**src/rtl/multu_hilo.sv**
```systemverilog
// Iterative unsigned 32x32->64 multiplier with MIPS-style Hi/Lo registers and MFHI/MFLO readout.
// Define MULTU_HILO_RADIX4_EN to retire two multiplier bits per cycle (16 RUN cycles instead of 32).
module multu_hilo #(
  parameter logic [5:0] MULTU = 6'b011001,
  parameter logic [5:0] MFHI  = 6'b010000,
  parameter logic [5:0] MFLO  = 6'b010010
) (
  input  logic        clk,
  input  logic        reset,
  input  logic [31:0] dataA,
  input  logic [31:0] dataB,
  input  logic [5:0]  Signal,
  input  logic        start,
  output logic [31:0] HiOut,
  output logic [31:0] LoOut,
  output logic [31:0] dataOut,
  output logic        busy,
  output logic        done
);

  typedef enum logic [1:0] {IDLE = 2'd0, RUN = 2'd1, DONE = 2'd2} state_t;

`ifdef MULTU_HILO_RADIX4_EN
  localparam logic [4:0] LAST_CNT = 5'd15;
`else
  localparam logic [4:0] LAST_CNT = 5'd31;
`endif

  state_t      state_q, state_d;
  logic [31:0] a_q, a_d;
  logic [31:0] b_q, b_d;
  logic [63:0] acc_q, acc_d;
  logic [4:0]  cnt_q, cnt_d;
  logic [31:0] hi_q, hi_d;
  logic [31:0] lo_q, lo_d;

  logic        issue;
  logic        last_iter;
  logic [63:0] acc_step;
  logic [31:0] b_step;

  assign issue     = start && (Signal == MULTU) && (state_q != RUN);
  assign last_iter = (cnt_q == LAST_CNT);

  // Shift-add step: add the selected multiple of A into the upper half, then
  // shift the whole accumulator right so retired product bits fill from the top.
`ifdef MULTU_HILO_RADIX4_EN
  logic [33:0] pp;
  logic [34:0] psum;
  always_comb begin
    case (b_q[1:0])
      2'd0:    pp = 34'd0;
      2'd1:    pp = {2'b00, a_q};
      2'd2:    pp = {1'b0, a_q, 1'b0};
      default: pp = {2'b00, a_q} + {1'b0, a_q, 1'b0};
    endcase
    psum     = {3'b000, acc_q[63:32]} + {1'b0, pp};
    acc_step = {psum[33:0], acc_q[31:2]};
    b_step   = {2'b00, b_q[31:2]};
  end
`else
  logic [32:0] psum;
  always_comb begin
    psum     = {1'b0, acc_q[63:32]} + {1'b0, (b_q[0] ? a_q : 32'h0)};
    acc_step = {psum, acc_q[31:1]};
    b_step   = {1'b0, b_q[31:1]};
  end
`endif

  // State and datapath registers
  always_ff @(posedge clk) begin
    if (reset) begin
      state_q <= IDLE;
      a_q     <= 32'h0;
      b_q     <= 32'h0;
      acc_q   <= 64'h0;
      cnt_q   <= 5'd0;
      hi_q    <= 32'h0;
      lo_q    <= 32'h0;
    end else begin
      state_q <= state_d;
      a_q     <= a_d;
      b_q     <= b_d;
      acc_q   <= acc_d;
      cnt_q   <= cnt_d;
      hi_q    <= hi_d;
      lo_q    <= lo_d;
    end
  end

  // Next-state logic
  always_comb begin
    state_d = state_q;
    case (state_q)
      IDLE:    if (issue) state_d = RUN;
      RUN:     if (last_iter) state_d = DONE;
      DONE:    state_d = issue ? RUN : IDLE;
      default: state_d = IDLE;
    endcase
  end

  always_comb begin
    a_d   = a_q;
    b_d   = b_q;
    acc_d = acc_q;
    cnt_d = cnt_q;
    hi_d  = hi_q;
    lo_d  = lo_q;
    if (issue) begin
      a_d   = dataA;
      b_d   = dataB;
      acc_d = 64'h0;
      cnt_d = 5'd0;
    end else if (state_q == RUN) begin
      b_d   = b_step;
      acc_d = acc_step;
      cnt_d = cnt_q + 5'd1;
      if (last_iter) begin
        hi_d = acc_step[63:32];
        lo_d = acc_step[31:0];
      end
    end
  end

  // Outputs
  always_comb begin
    busy    = (state_q == RUN);
    done    = (state_q == DONE);
    HiOut   = hi_q;
    LoOut   = lo_q;
    dataOut = 32'h0;
    if (Signal == MFHI)      dataOut = hi_q;
    else if (Signal == MFLO) dataOut = lo_q;
  end

endmodule

```
**config.mk**
```make
export PLATFORM = sky130hd
export DESIGN_NAME = multu_hilo
export DESIGN_NICKNAME = d
export VERILOG_FILES = /design/src/rtl/multu_hilo.sv
export SDC_FILE = /design/constraint.sdc
export NUM_CORES = 1
export LEC_CHECK = 0
export BUFFER_PORTS_ARGS = -buffer_cell sky130_fd_sc_hd__buf_2
export CAP_MARGIN = 0
export CORE_ASPECT_RATIO = 1.1
export CORE_MARGIN = 3
export CORE_UTILIZATION = 61
export DETAILED_ROUTE_END_ITERATION = 8
export PLACE_DENSITY = 0.86
export SYNTH_ARGS = -nofsm -noshare
export SYNTH_HDL_FRONTEND = slang
export SYNTH_SLANG_ARGS = --single-unit
```
**constraint.sdc**
```tcl
create_clock -name clk -period 6.8 [get_ports clk]
set_input_delay 1.02 -clock clk [delete_from_list [all_inputs] [get_ports clk]]
set_output_delay 1.02 -clock clk [all_outputs]
set_load 0.005 [all_outputs]
```
==> run_results.csv <==
group,metric,value,unit
outcome,status,"finished clean",
sta,setup_viol_count_final,0,
synth,yosys_warnings,0,
pwr,p_leak,4.60,nW
sta,slew_headroom,20.8,%
floorplanning,core,15300,um2
worst_setup_path,crit_fanout,59,
drt,drt-initial-drc-count,695,
synth,synth_top_area_share,41.0,%
job,drv_cap,0,
sta,report.final.slew_viol_count,0,
clock_tree,cts-buffers-inserted,17,
drt,num_vias,8790,
place,gp_congestion,0.927,
synth,async_flop_share,0,%
sta,min_period,4.37,ns
worst_setup_path,critPathSlowestCell,"nand2_2",
pwr,max-vdd-ir-drop,152,uV
synth,yosys_most_used_dff,"dfxtp_1",
place,placed_area,10500,um2
sta,fin_setup_tns,0,ns
sta,fin_worst_skew,0.00669,ns
synth,syn-num-nets,1333,
drt,postRouteAntennaNets,0,
global_route,grt.total_usage,26.3,%
clock_tree,clock_sinks,198,
place,dp_hpwl,16200,um
floorplanning,fp.dieArea,17400,um2
final_layout,fin_nets,1443,
synth,synthTopCellsByCount,"299 x nand2_1, 198 x dfxtp_1, 167 x a21oi_1",
drt,firstDrtPassIters,5,
place,port-buffer-count,170,
clock_tree,cts_root_buffer,"clkbuf_16",
worst_setup_path,worstSetupPathType,"primary input to flip-flop",
clock_tree,clkTransAtPathRegs,0.07,ns
min_path,hold_class,"flip-flop to flip-flop",
global_route,grt_pass1_wl,38800,um
synth,ys_top_cells_by_area,"dfxtp_1 41%, nand2_1 12%, a21oi_1 8.6%",
floorplanning,start_util,63.3,%
sta,hold_violations,0,
worst_setup_path,crit_family,"simple AND/OR/NAND/NOR gates",
final_layout,final_area,11100,um2
synth,synth_edf_count,0,
worst_setup_path,worst_ep_arrival_time,4.62,ns
worst_setup_path,cp.required,7.05,ns
worst_setup_path,worstPathCellList,"buf_2 -> nand4b_1 -> nor2_4 -> buf_4 -> nand2_1 -> nand2_2 -> o22ai_1",
synth,ys_seq_area_share,41.0,%
synth,synth_cells,1225,
global_route,grt_max_degree,81,
sta,fmax,229,MHz
global_route,antenna_found_initial,0,
synth,syn_area_per_cell,7.90,um2
clock_tree,ctsHtreeMaxLevel,4,
final_layout,drive_gt1_share,17.2,%
synth,synth-seq-cells,198,
clock_tree,clockBufferDepth,2,
drt,route.final.wire_length,23500,um
drt,wl_per_cell,15.2,um
final_layout,fillCellCount,1200,
clock_tree,cts_resized,0,
worst_setup_path,endpoint_kind,"flip-flop",
floorplanning,row_count,47,
worst_setup_path,critPathLaunchType,"primary input",
clock_tree,hold_buffers,0,
synth,ys_types,58,
pwr,p_per_area,199,nW/um2
worst_setup_path,crit_buf_inv,2,
clock_tree,cts_tree,"built",
final_layout,diodes,0,
floorplanning,die_h,138,um
synth,synth_area,9680,um2
global_route,grt_overflow,0,
floorplanning,io_pins,171,
synth,yosys.area.top_type,"dfxtp_1",
clock_tree,cts_setup_buffers,0,
worst_setup_path,max_stage_delay,1.17,ns
drt,drc,0,
clock_tree,clock_latency,0.43,ns
synth,yosysMostFrequentCell,"nand2_1",
sta,tightestPinTransition,1.18,ns
drt,viasPerCell,5.69,
sta,rsz0062_at_grt,"no",
floorplanning,fp.dieW,126,um
global_route,grt_pass1_vias,8069,
sta,min_period_over_period,64.3,%
final_layout,areaGrowthSynthToFinish,14.7,%
## placed cells by master, fill, tap and decap left out, types with 3 or more instances in the layout
cell and count:
nor2b_1 4, mux2i_1 66, clkinv_4 3, a21o_1 21, buf_2 169, and3_1 3, ha_1 34, o31ai_1 3
o211ai_1 4, o21ai_0 23, o21ai_1 5, or4_1 4, o21a_1 3, a21oi_1 167, inv_1 10, nor2_1 101
nor3_1 7, clkinv_2 3, buf_4 8, a211oi_1 39, and2_1 33, dfxtp_1 198, or3_1 5, nand2b_1 5
nand3_1 15, xnor2_1 18, nand2_1 297, clkbuf_16 17, nor3b_1 4, a31oi_1 9, xor2_1 8, o21bai_1 5
nand4_1 9
## through the flow
step | setup WS (ns) | instances | utilization [%] | power [mW] | hold WS, ns
6_report | 2.43 | 1544 | 72.6 | 2.21 | 0.449
5_1_grt | 2.18 | 1544 | 72.6 | 2.27 | 0.472
4_1_cts | 2.46 | 1544 | 72.6 | 2.22 | 0.451
3_5_place_dp | 2.03 | 1512 | 68.8 | 1.26 | 0.442
3_3_place_gp | 2.10 | 1512 | 68.8 | 1.25 | 0.438
2_1_floorplan | 3.80 | 1225 | - | 1.23 | 0.432
## layout make-up
cell class | instances | area, um2 | share of cell area, %
clock buffers | 20 | 457 | 4.11
inverters | 11 | 41.3 | 0.372
repair buffers | 177 | 906 | 8.16
well taps | 196 | 245 | 2.21
clock inverters | 12 | 119 | 1.07
flip-flops and latches | 198 | 3960 | 35.7
multi-input cells | 930 | 5370 | 48.4
## worst paths after layout
check	startpoint	to	slack, ns	cells past startpoint
worst max-delay path	Signal[1]	acc_q[50]	2.43	7
worst min-delay path	a_q[5]	a_q[5]	0.45	2
worst min register to register	a_q[5]	a_q[5]	0.45	2
worst max register to register	b_q[0]	HiOut[31]	2.99	12
## worst reg2reg max path: cells and delay by family, from the launching register on
family,cells,cell delay [ns]
AOI/OAI and AO/OA,9,2.06
adders and majority gates,2,0.67
and+or+nand+nor,1,0.36
DFF,1,0.58
## flip-flops by register name (all words and copies together), names as in the netlist
| name | count |
|---|---|
| acc_q | 63 |
| state_q | 2 |
| a_q | 32 |
| LoOut | 32 |
| HiOut | 32 |
| cnt_q | 5 |
| b_q | 32 |
## metal layers
| metal | routed length [um] | global-route usage (%) |
|---|---|---|
| met1 | 10400 | 36.3 |
| met2 | 11000 | 41.9 |
| met5 | 0 | 0 |
| met4 | 405 | 7.62 |
| met3 | 1640 | 5.36 |
## power breakdown
group	leakage, nW	internal (mW)	switching (mW)
combinational	2.72	0.0246	0.0397
clock	0.285	0.532	0.446
sequential	1.59	1.16	0.00232
total	4.60	1.72	0.488
## kinds of logic after synthesis
group	Yosys count	synth area share, %
buffers and inverters	97	3.83
muxes	68	7.06
adders and majority gates	35	4.60
DFF	198	41.0
and+or+nand+nor	500	22.0
xor gates and xnor gates	26	2.35
AOI/OAI and AO/OA	301	19.3
Power figures use the tool's default switching activity.
